File: src/rtl/ahb_mst_ctrl_if.sv
// ---------------------------------------------------------------------------
// ahb_mst_ctrl_if
// Bundles the command/response stream and the AHB-Lite master bus of
// ahb_mst_ctrl.
//   master modport : the controller side (drives cmd_ready, rsp_*, mh* outputs)
//   slave modport  : the requester + fabric side (drives cmd_*, mhrdata,
//                    mhready, mhresp)
// Signals:
//   cmd_valid/cmd_ready/cmd_write/cmd_addr/cmd_size/cmd_wdata : command stream
//   rsp_valid/rsp_rdata/rsp_err                               : response pulse
//   mhaddr/mhtrans/mhwrite/mhsize/mhburst/mhprot/mhwdata      : AHB outputs
//   mhrdata/mhready/mhresp                                    : AHB inputs
// ---------------------------------------------------------------------------
interface ahb_mst_ctrl_if #(
    parameter int AW = 32
);
    logic          cmd_valid;
    logic          cmd_ready;
    logic          cmd_write;
    logic [AW-1:0] cmd_addr;
    logic [1:0]    cmd_size;
    logic [31:0]   cmd_wdata;
    logic          rsp_valid;
    logic [31:0]   rsp_rdata;
    logic          rsp_err;
    logic [AW-1:0] mhaddr;
    logic [1:0]    mhtrans;
    logic          mhwrite;
    logic [2:0]    mhsize;
    logic [2:0]    mhburst;
    logic [3:0]    mhprot;
    logic [31:0]   mhwdata;
    logic [31:0]   mhrdata;
    logic          mhready;
    logic          mhresp;

    modport master (
        input  cmd_valid, cmd_write, cmd_addr, cmd_size, cmd_wdata,
        input  mhrdata, mhready, mhresp,
        output cmd_ready, rsp_valid, rsp_rdata, rsp_err,
        output mhaddr, mhtrans, mhwrite, mhsize, mhburst, mhprot, mhwdata
    );

    modport slave (
        output cmd_valid, cmd_write, cmd_addr, cmd_size, cmd_wdata,
        output mhrdata, mhready, mhresp,
        input  cmd_ready, rsp_valid, rsp_rdata, rsp_err,
        input  mhaddr, mhtrans, mhwrite, mhsize, mhburst, mhprot, mhwdata
    );
endinterface

File: src/rtl/ahb_mst_ctrl.sv
// ---------------------------------------------------------------------------
// ahb_mst_ctrl
// AHB-Lite initiator. Converts a valid/ready command stream of single reads
// and writes into pipelined AHB SINGLE transfers and returns exactly one
// response per command, in command order. The address phase of command N+1
// overlaps the data phase of command N; wait states stall the whole pipe and
// the two-cycle ERROR response cancels a command already in address phase.
// Ports:
//   clk  : bus clock, all logic on posedge
//   rst  : asynchronous active-high reset
//   bus  : ahb_mst_ctrl_if.master (command, response and AHB master signals)
// Parameters:
//   AW   : address width
//   PROT : constant HPROT value
// ---------------------------------------------------------------------------
module ahb_mst_ctrl #(
    parameter int         AW   = 32,
    parameter logic [3:0] PROT = 4'b0011
) (
    input  logic           clk,
    input  logic           rst,
    ahb_mst_ctrl_if.master bus
);

    localparam logic [1:0] HTRANS_IDLE   = 2'b00;
    localparam logic [1:0] HTRANS_NONSEQ = 2'b10;

    // Address-phase stage: what is currently presented on HADDR/HTRANS.
    logic          r_ap_valid;
    logic [AW-1:0] r_ap_addr;
    logic          r_ap_write;
    logic [1:0]    r_ap_size;
    logic [31:0]   r_ap_wdata;

    // Data-phase stage: only the byte-lane bits of the address matter here.
    logic          r_dp_valid;
    logic [1:0]    r_dp_lane;
    logic          r_dp_write;
    logic [1:0]    r_dp_size;
    logic [31:0]   r_dp_wdata;

    // Set when an ERROR dropped the command in address phase; that command
    // still owes the requester an error response.
    logic          r_cancel;

    logic          r_rsp_valid;
    logic          r_rsp_err;
    logic [31:0]   r_rsp_rdata;

    logic          w_cmd_ready;
    logic          w_cmd_accept;
    logic          w_err_first;
    logic          w_cancel_rsp;

    // Extract the addressed lane of HRDATA, zero-extended and LSB-justified.
    function automatic logic [31:0] f_rd_lane(input logic [31:0] rd,
                                              input logic [1:0]  lane,
                                              input logic [1:0]  size);
        logic [31:0] res;
        res = 32'h0000_0000;
        case (size)
            2'd0: begin
                case (lane)
                    2'd0:    res = {24'h00_0000, rd[7:0]};
                    2'd1:    res = {24'h00_0000, rd[15:8]};
                    2'd2:    res = {24'h00_0000, rd[23:16]};
                    2'd3:    res = {24'h00_0000, rd[31:24]};
                    default: res = 32'h0000_0000;
                endcase
            end
            2'd1: begin
                if (lane[1]) begin
                    res = {16'h0000, rd[31:16]};
                end else begin
                    res = {16'h0000, rd[15:0]};
                end
            end
            default: res = rd;
        endcase
        return res;
    endfunction

    // Replicate LSB-justified write data across all lanes so the slave finds
    // it on whichever lane the address selects.
    function automatic logic [31:0] f_wd_rep(input logic [31:0] wd,
                                             input logic [1:0]  size);
        logic [31:0] res;
        case (size)
            2'd0:    res = {4{wd[7:0]}};
            2'd1:    res = {2{wd[15:0]}};
            default: res = wd;
        endcase
        return res;
    endfunction

    // Handshake and error-phase decode.
    always_comb begin
        w_cmd_ready  = bus.mhready & ~r_cancel & ~rst;
        w_cmd_accept = bus.cmd_valid & w_cmd_ready;
        // First ERROR cycle: HRESP high while HREADY is still low.
        w_err_first  = r_dp_valid & bus.mhresp & ~bus.mhready;
        // The cancelled command answers once the errored one has drained.
        w_cancel_rsp = r_cancel & ~r_dp_valid;
    end

    // Address/data pipeline: advances only when HREADY is high.
    always_ff @(posedge clk or posedge rst) begin
        if (rst) begin
            r_ap_valid <= 1'b0;
            r_ap_addr  <= {AW{1'b0}};
            r_ap_write <= 1'b0;
            r_ap_size  <= 2'd0;
            r_ap_wdata <= 32'h0000_0000;
            r_dp_valid <= 1'b0;
            r_dp_lane  <= 2'd0;
            r_dp_write <= 1'b0;
            r_dp_size  <= 2'd0;
            r_dp_wdata <= 32'h0000_0000;
        end else if (bus.mhready) begin
            r_dp_valid <= r_ap_valid;
            r_dp_lane  <= r_ap_addr[1:0];
            r_dp_write <= r_ap_write;
            r_dp_size  <= r_ap_size;
            r_dp_wdata <= r_ap_wdata;
            if (w_cmd_accept) begin
                r_ap_valid <= 1'b1;
                r_ap_addr  <= bus.cmd_addr;
                r_ap_write <= bus.cmd_write;
                r_ap_size  <= bus.cmd_size;
                r_ap_wdata <= bus.cmd_wdata;
            end else begin
                r_ap_valid <= 1'b0;
            end
        end else if (w_err_first) begin
            // Drive IDLE in the second ERROR cycle; the rest of AP is kept.
            r_ap_valid <= 1'b0;
        end else begin
            r_ap_valid <= r_ap_valid;
        end
    end

    // Cancel flag for the command dropped by an ERROR.
    always_ff @(posedge clk or posedge rst) begin
        if (rst) begin
            r_cancel <= 1'b0;
        end else if (w_err_first && r_ap_valid) begin
            r_cancel <= 1'b1;
        end else if (w_cancel_rsp) begin
            r_cancel <= 1'b0;
        end else begin
            r_cancel <= r_cancel;
        end
    end

    // Response register: one pulse per completed or cancelled command.
    always_ff @(posedge clk or posedge rst) begin
        if (rst) begin
            r_rsp_valid <= 1'b0;
            r_rsp_err   <= 1'b0;
            r_rsp_rdata <= 32'h0000_0000;
        end else if (r_dp_valid && bus.mhready) begin
            r_rsp_valid <= 1'b1;
            r_rsp_err   <= bus.mhresp;
            if (!r_dp_write && !bus.mhresp) begin
                r_rsp_rdata <= f_rd_lane(bus.mhrdata, r_dp_lane, r_dp_size);
            end else begin
                r_rsp_rdata <= 32'h0000_0000;
            end
        end else if (w_cancel_rsp) begin
            r_rsp_valid <= 1'b1;
            r_rsp_err   <= 1'b1;
            r_rsp_rdata <= 32'h0000_0000;
        end else begin
            r_rsp_valid <= 1'b0;
            r_rsp_err   <= 1'b0;
            r_rsp_rdata <= 32'h0000_0000;
        end
    end

    assign bus.cmd_ready = w_cmd_ready;
    assign bus.rsp_valid = r_rsp_valid;
    assign bus.rsp_err   = r_rsp_err;
    assign bus.rsp_rdata = r_rsp_rdata;
    assign bus.mhaddr    = r_ap_addr;
    assign bus.mhtrans   = r_ap_valid ? HTRANS_NONSEQ : HTRANS_IDLE;
    assign bus.mhwrite   = r_ap_write;
    assign bus.mhsize    = {1'b0, r_ap_size};
    assign bus.mhburst   = 3'b000;
    assign bus.mhprot    = PROT;
    assign bus.mhwdata   = f_wd_rep(r_dp_wdata, r_dp_size);

endmodule
File: src/flat_wrapper.sv
// flat-port wrapper written by rule: the top's interface ports become plain ports
module ahb_mst_ctrl_flat 
#(
    parameter int         AW   = 32,
    parameter logic [3:0] PROT = 4'b0011
)
  (clk, rst, bus_cmd_valid, bus_cmd_write, bus_cmd_addr, bus_cmd_size, bus_cmd_wdata, bus_mhrdata, bus_mhready, bus_mhresp, bus_cmd_ready, bus_rsp_valid, bus_rsp_rdata, bus_rsp_err, bus_mhaddr, bus_mhtrans, bus_mhwrite, bus_mhsize, bus_mhburst, bus_mhprot, bus_mhwdata);
  ahb_mst_ctrl_if #(.AW(AW)) bus_i ();
  input  logic clk;
  input  logic rst;
  input wire logic [$bits(bus_i.cmd_valid)-1:0] bus_cmd_valid;
  input wire logic [$bits(bus_i.cmd_write)-1:0] bus_cmd_write;
  input wire logic [$bits(bus_i.cmd_addr)-1:0] bus_cmd_addr;
  input wire logic [$bits(bus_i.cmd_size)-1:0] bus_cmd_size;
  input wire logic [$bits(bus_i.cmd_wdata)-1:0] bus_cmd_wdata;
  input wire logic [$bits(bus_i.mhrdata)-1:0] bus_mhrdata;
  input wire logic [$bits(bus_i.mhready)-1:0] bus_mhready;
  input wire logic [$bits(bus_i.mhresp)-1:0] bus_mhresp;
  output wire logic [$bits(bus_i.cmd_ready)-1:0] bus_cmd_ready;
  output wire logic [$bits(bus_i.rsp_valid)-1:0] bus_rsp_valid;
  output wire logic [$bits(bus_i.rsp_rdata)-1:0] bus_rsp_rdata;
  output wire logic [$bits(bus_i.rsp_err)-1:0] bus_rsp_err;
  output wire logic [$bits(bus_i.mhaddr)-1:0] bus_mhaddr;
  output wire logic [$bits(bus_i.mhtrans)-1:0] bus_mhtrans;
  output wire logic [$bits(bus_i.mhwrite)-1:0] bus_mhwrite;
  output wire logic [$bits(bus_i.mhsize)-1:0] bus_mhsize;
  output wire logic [$bits(bus_i.mhburst)-1:0] bus_mhburst;
  output wire logic [$bits(bus_i.mhprot)-1:0] bus_mhprot;
  output wire logic [$bits(bus_i.mhwdata)-1:0] bus_mhwdata;
  assign bus_i.cmd_valid = bus_cmd_valid;
  assign bus_i.cmd_write = bus_cmd_write;
  assign bus_i.cmd_addr = bus_cmd_addr;
  assign bus_i.cmd_size = bus_cmd_size;
  assign bus_i.cmd_wdata = bus_cmd_wdata;
  assign bus_i.mhrdata = bus_mhrdata;
  assign bus_i.mhready = bus_mhready;
  assign bus_i.mhresp = bus_mhresp;
  assign bus_cmd_ready = bus_i.cmd_ready;
  assign bus_rsp_valid = bus_i.rsp_valid;
  assign bus_rsp_rdata = bus_i.rsp_rdata;
  assign bus_rsp_err = bus_i.rsp_err;
  assign bus_mhaddr = bus_i.mhaddr;
  assign bus_mhtrans = bus_i.mhtrans;
  assign bus_mhwrite = bus_i.mhwrite;
  assign bus_mhsize = bus_i.mhsize;
  assign bus_mhburst = bus_i.mhburst;
  assign bus_mhprot = bus_i.mhprot;
  assign bus_mhwdata = bus_i.mhwdata;
  ahb_mst_ctrl #(.AW(AW), .PROT(PROT)) u_core (.clk(clk), .rst(rst), .bus(bus_i));
endmodule
File: config.mk
export PLATFORM = sky130hd
export DESIGN_NAME = ahb_mst_ctrl_flat
export DESIGN_NICKNAME = d
export VERILOG_FILES = /design/src/rtl/ahb_mst_ctrl_if.sv /design/src/rtl/ahb_mst_ctrl.sv /design/src/flat_wrapper.sv
export SDC_FILE = /design/constraint.sdc
export NUM_CORES = 1
export LEC_CHECK = 0
export CAP_MARGIN = 20
export CORE_MARGIN = 4
export CORE_UTILIZATION = 49
export DETAILED_ROUTE_END_ITERATION = 16
export PLACE_DENSITY = 0.86
export SLEW_MARGIN = 30
export SYNTH_ARGS = -nofsm -noshare
export SYNTH_HDL_FRONTEND = slang
export SYNTH_SLANG_ARGS = --single-unit
File: constraint.sdc
create_clock -name clk -period 9.5 [get_ports clk]
set_input_delay 1.9 -clock clk [delete_from_list [all_inputs] [get_ports clk]]
set_output_delay 1.9 -clock clk [all_outputs]
set_load 0.03 [all_outputs]
==> run_summary.xml <==
<?xml version="1.0" encoding="UTF-8"?>
<metrics>
  <group name="clock_tree">
    <metric name="clock_tree_from_tritoncts" unit="">yes</metric>
    <metric name="clock-sinks" unit="">141</metric>
    <metric name="clk_pin_slew" unit="ns">0.06</metric>
    <metric name="clock_path_buffers" unit="">2</metric>
    <metric name="clock_latency" unit="ns">0.40</metric>
    <metric name="postCtsSetupBuffers" unit="">0</metric>
    <metric name="tritoncts.num_buffers" unit="">17</metric>
    <metric name="cts-hold-fix-buffers" unit="">0</metric>
    <metric name="htreeDepth" unit="">4</metric>
    <metric name="clock_tree.root_cell" unit="">sky130_fd_sc_hd__clkbuf_16</metric>
    <metric name="cells_resized_by_post_cts_repair" unit="">0</metric>
  </group>
  <group name="power">
    <metric name="switching_share" unit="%">30.84</metric>
    <metric name="intPower" unit="mW">1.394</metric>
    <metric name="total_leakage_power" unit="nW">3.692</metric>
    <metric name="switching_power" unit="uW">621.4</metric>
    <metric name="ir_drop" unit="uV">131.5</metric>
    <metric name="share_clk_of_total_power" unit="%">31.9</metric>
    <metric name="power.density_cell_area" unit="nW/um^2">233.9</metric>
    <metric name="power_frac_comb" unit="%">30.1</metric>
    <metric name="seqPwrFrac" unit="%">38.0</metric>
  </group>
  <group name="place">
    <metric name="portBuffers" unit="">206</metric>
    <metric name="placed_cells" unit="">739</metric>
    <metric name="detailedPlacementHpwl" unit="um">10620</metric>
    <metric name="setup_slack_at_placement" unit="ns">4.192</metric>
    <metric name="gpl.final_weighted_congestion" unit="">0.8073</metric>
  </group>
  <group name="setup_path">
    <metric name="crit_path_max_fanout" unit="">43</metric>
    <metric name="startpoint_type" unit="">input port</metric>
    <metric name="critPathRequiredTime" unit="ns">7.60</metric>
    <metric name="critical_path_arrival" unit="ns">3.39</metric>
    <metric name="cpPeakStageDelay" unit="ns">0.70</metric>
    <metric name="endpoint_kind" unit="">primary output</metric>
    <metric name="criticalPathCategory" unit="">input port to primary output</metric>
    <metric name="critical_path_cell_by_cell" unit="">buf_4 -&gt; inv_4 -&gt; nor3_4 -&gt; clkdlybuf4s50_1</metric>
    <metric name="cpMaxStageDelayCell" unit="">sky130_fd_sc_hd__clkdlybuf4s50_1</metric>
  </group>
  <group name="yosys">
    <metric name="synthDistinctLibCells" unit="">33</metric>
    <metric name="ys_top_cells_by_count" unit="">141 x sky130_fd_sc_hd__dfrtp_1, 108 x sky130_fd_sc_hd__mux2_2, 23 x sky130_fd_sc_hd__buf_4</metric>
    <metric name="part_of_the_yosys_area_used_for_sequential_elements" unit="%">58.52</metric>
    <metric name="synth_top_family_by_area" unit="">multiplexers</metric>
    <metric name="cell_with_the_most_instances_after_synthesis" unit="">sky130_fd_sc_hd__dfrtp_1</metric>
    <metric name="synth-async-reset-ratio" unit="%">100.0</metric>
    <metric name="ys_dominant_reg_cell" unit="">sky130_fd_sc_hd__dfrtp_1</metric>
    <metric name="synth_compound_gate_area_share" unit="%">4.648</metric>
    <metric name="yosys_register_bits" unit="">141</metric>
    <metric name="synth_xor_xnor_area_share" unit="%">0</metric>
    <metric name="synth_area" unit="um^2">6030</metric>
    <metric name="synth_area_leader_cell" unit="">sky130_fd_sc_hd__dfrtp_1</metric>
    <metric name="yosysWarnings" unit="">0</metric>
    <metric name="synthMuxAreaShare" unit="%">26.23</metric>
    <metric name="synth_simple_gate_area_share" unit="%">5.126</metric>
    <metric name="yosysTopAreaCellShare" unit="%">58.52</metric>
    <metric name="syn_inst" unit="">420</metric>
    <metric name="avgSynthCellArea" unit="um^2">14.36</metric>
    <metric name="number_of_synthesized_flops_with_an_enable_pin" unit="">0</metric>
    <metric name="synth-adder-area-share" unit="%">0</metric>
    <metric name="synthTopCellsByArea" unit="">sky130_fd_sc_hd__dfrtp_1 59%, sky130_fd_sc_hd__mux2_2 20%, sky130_fd_sc_hd__mux2_4 4.7%, sky130_fd_sc_hd__buf_4 2.9%, sky130_fd_sc_hd__and2_1 1.8%</metric>
  </group>
  <group name="layout">
    <metric name="flow.area_growth_from_synthesis" unit="%">42.91</metric>
    <metric name="postLayoutCoreUtil" unit="%">71.74</metric>
    <metric name="finalNetCount" unit="">716</metric>
    <metric name="layout.area.seq" unit="um^2">3528</metric>
    <metric name="fillers" unit="">812</metric>
    <metric name="post_route_cells_drive_above_1_share" unit="%">26.88</metric>
    <metric name="multi_input_area" unit="um^2">2207</metric>
    <metric name="final_instance_count_without_filler_cells" unit="">773</metric>
  </group>
  <group name="run">
    <metric name="maxCapViolations" unit="">0</metric>
  </group>
  <group name="detailed_routing">
    <metric name="post_drt_via_cell_ratio" unit="">5.266</metric>
    <metric name="route.vias.total" unit="">4071</metric>
    <metric name="drt_iter0_markers" unit="">301</metric>
    <metric name="first_pass_iters" unit="">6</metric>
    <metric name="routed_wire_length_per_instance" unit="um">19.37</metric>
    <metric name="final_antenna_net_count" unit="">0</metric>
    <metric name="route.detailed.drc" unit="">0</metric>
    <metric name="wirelength" unit="um">14970</metric>
  </group>
  <group name="timing">
    <metric name="post-route-period-util" unit="%">55.67</metric>
    <metric name="fmaxAchievable" unit="MHz">189.1</metric>
    <metric name="final_period_demand_of_the_worst_path" unit="ns">5.288</metric>
    <metric name="timing.final.max_slew_violations" unit="">0</metric>
    <metric name="worst_slew_margin_rel" unit="%">44.37</metric>
    <metric name="final-hold-violation-count" unit="">0</metric>
    <metric name="timing.final.setup_violations" unit="">0</metric>
    <metric name="tightest_slew" unit="ns">0.8345</metric>
    <metric name="worst_clock_skew" unit="ns">0.005224</metric>
    <metric name="rsz0062_at_grt" unit="">false</metric>
    <metric name="tns" unit="ns">0</metric>
    <metric name="post-route-worst-setup-slack" unit="ns">4.212</metric>
  </group>
  <group name="floorplanning">
    <metric name="coreArea" unit="um^2">12010</metric>
    <metric name="dieArea" unit="um^2">14140</metric>
    <metric name="pin_count" unit="">216</metric>
    <metric name="placementRows" unit="">40</metric>
    <metric name="starting_density_of_the_core" unit="%">50.20</metric>
    <metric name="die_y_extent" unit="um">118.9</metric>
    <metric name="fp.dieW" unit="um">118.9</metric>
  </group>
  <group name="outcome">
    <metric name="outcome" unit="">finished clean</metric>
  </group>
  <group name="global_routing">
    <metric name="groute.usage.overall" unit="%">21.43</metric>
    <metric name="grt_start_max_net_pins" unit="">81</metric>
    <metric name="grt_antenna_before_repair" unit="">1</metric>
    <metric name="residual_overflow_from_global_routing" unit="">0</metric>
    <metric name="grt_pass1_vias" unit="">4391</metric>
    <metric name="grt_first_pass_wirelength" unit="um">23850</metric>
  </group>
  <group name="worst_hold_path">
    <metric name="min_path_type" unit="">register to register</metric>
  </group>
</metrics>
[placed cells by master, fill, tap and decap left out, types with 9 or more instances in the layout]
master / n
sky130_fd_sc_hd__o21ai_0: 10
sky130_fd_sc_hd__clkdlybuf4s50_1: 205
sky130_fd_sc_hd__nand2_1: 14
sky130_fd_sc_hd__mux2_2: 108
sky130_fd_sc_hd__dfrtp_1: 141
sky130_fd_sc_hd__and2_1: 16
sky130_fd_sc_hd__mux2_4: 19
sky130_fd_sc_hd__clkbuf_16: 17
sky130_fd_sc_hd__nor2_1: 17
sky130_fd_sc_hd__conb_1: 9
[logic make-up (layout without fill, tap and decap cells)]
kind of cell	after synthesis	count (layout)
compound gates	37	37
buf+inv	47	245
flops	141	141
mux	135	135
other cells	2	10
simple gates	58	58
[metal layers]
| metal | vias to the layer above | global-route usage, % | share of wire, % |
|---|---|---|---|
| li1 | 1851 | - | - |
| met1 | 2028 | 26.80 | 42 |
| met2 | 178 | 36.13 | 50 |
| met3 | 14 | 6.505 | 6.9 |
| met4 | 0 | 6.155 | 0.88 |
| met5 | - | 0 | 0 |
[worst paths after layout]
kind	startpoint	depth (start not counted)	endpoint	slack, ns
max	bus_mhready	4	bus_cmd_ready	4.21
min	u_core.bus.mhaddr[1]	2	u_core.r_dp_lane[1]	0.50
max reg2reg	u_core.r_dp_size[0]	4	u_core.bus.rsp_rdata[4]	7.41
min reg2reg	u_core.bus.mhaddr[1]	2	u_core.r_dp_lane[1]	0.50
max in group asynchronous	rst	3	u_core.bus.mhaddr[9]	6.15
min in group asynchronous	rst	2	u_core.bus.mhaddr[15]	2.07
[metrics by stage]
stage	total power [mW]	hold WS [ns]	cell area [um^2]
CTS	2.033	0.5055	8594
floorplan	1.142	0.4727	6056
global placement	1.372	0.4820	8014
global route	2.102	0.5120	8617
detailed placement	1.383	0.4881	8016
finish	2.015	0.5017	8617
[layout make-up]
type	count	area share, %
clock inverter	11	1.365
timing repair buffer	209	24.31
inverter	4	0.2614
multi-input combinational	239	25.61
antenna	1	0.02904
sequential	141	40.95
tap	147	2.134
clock buffer	21	5.343
[critical path: cells and delay by family]
family	cells	cell delay (ns)
AND/OR/NAND/NOR	1	0.23
buffers and inverters	3	1.24
[flip-flops by register name, summed over array words and instances, names as in the netlist, 2 cells and up]
signal / cells
u_core.r_dp_lane: 2
u_core.r_dp_size: 2
u_core.r_dp_wdata: 32
u_core.bus.mhaddr: 32
u_core.bus.rsp_rdata: 32
u_core.r_ap_wdata: 32
u_core.r_ap_size: 2
[power by group through the flow]
| stage | logic [mW] | registers, mW | clock network [mW] |
|---|---|---|---|
| floorplan | 0.331 | 0.810 | 0 |
| global placement | 0.602 | 0.770 | 0 |
| finish | 0.607 | 0.765 | 0.643 |
| global route | 0.640 | 0.778 | 0.683 |
| CTS | 0.613 | 0.766 | 0.654 |
| detailed placement | 0.607 | 0.776 | 0 |
Power figures use the tool's default switching activity.
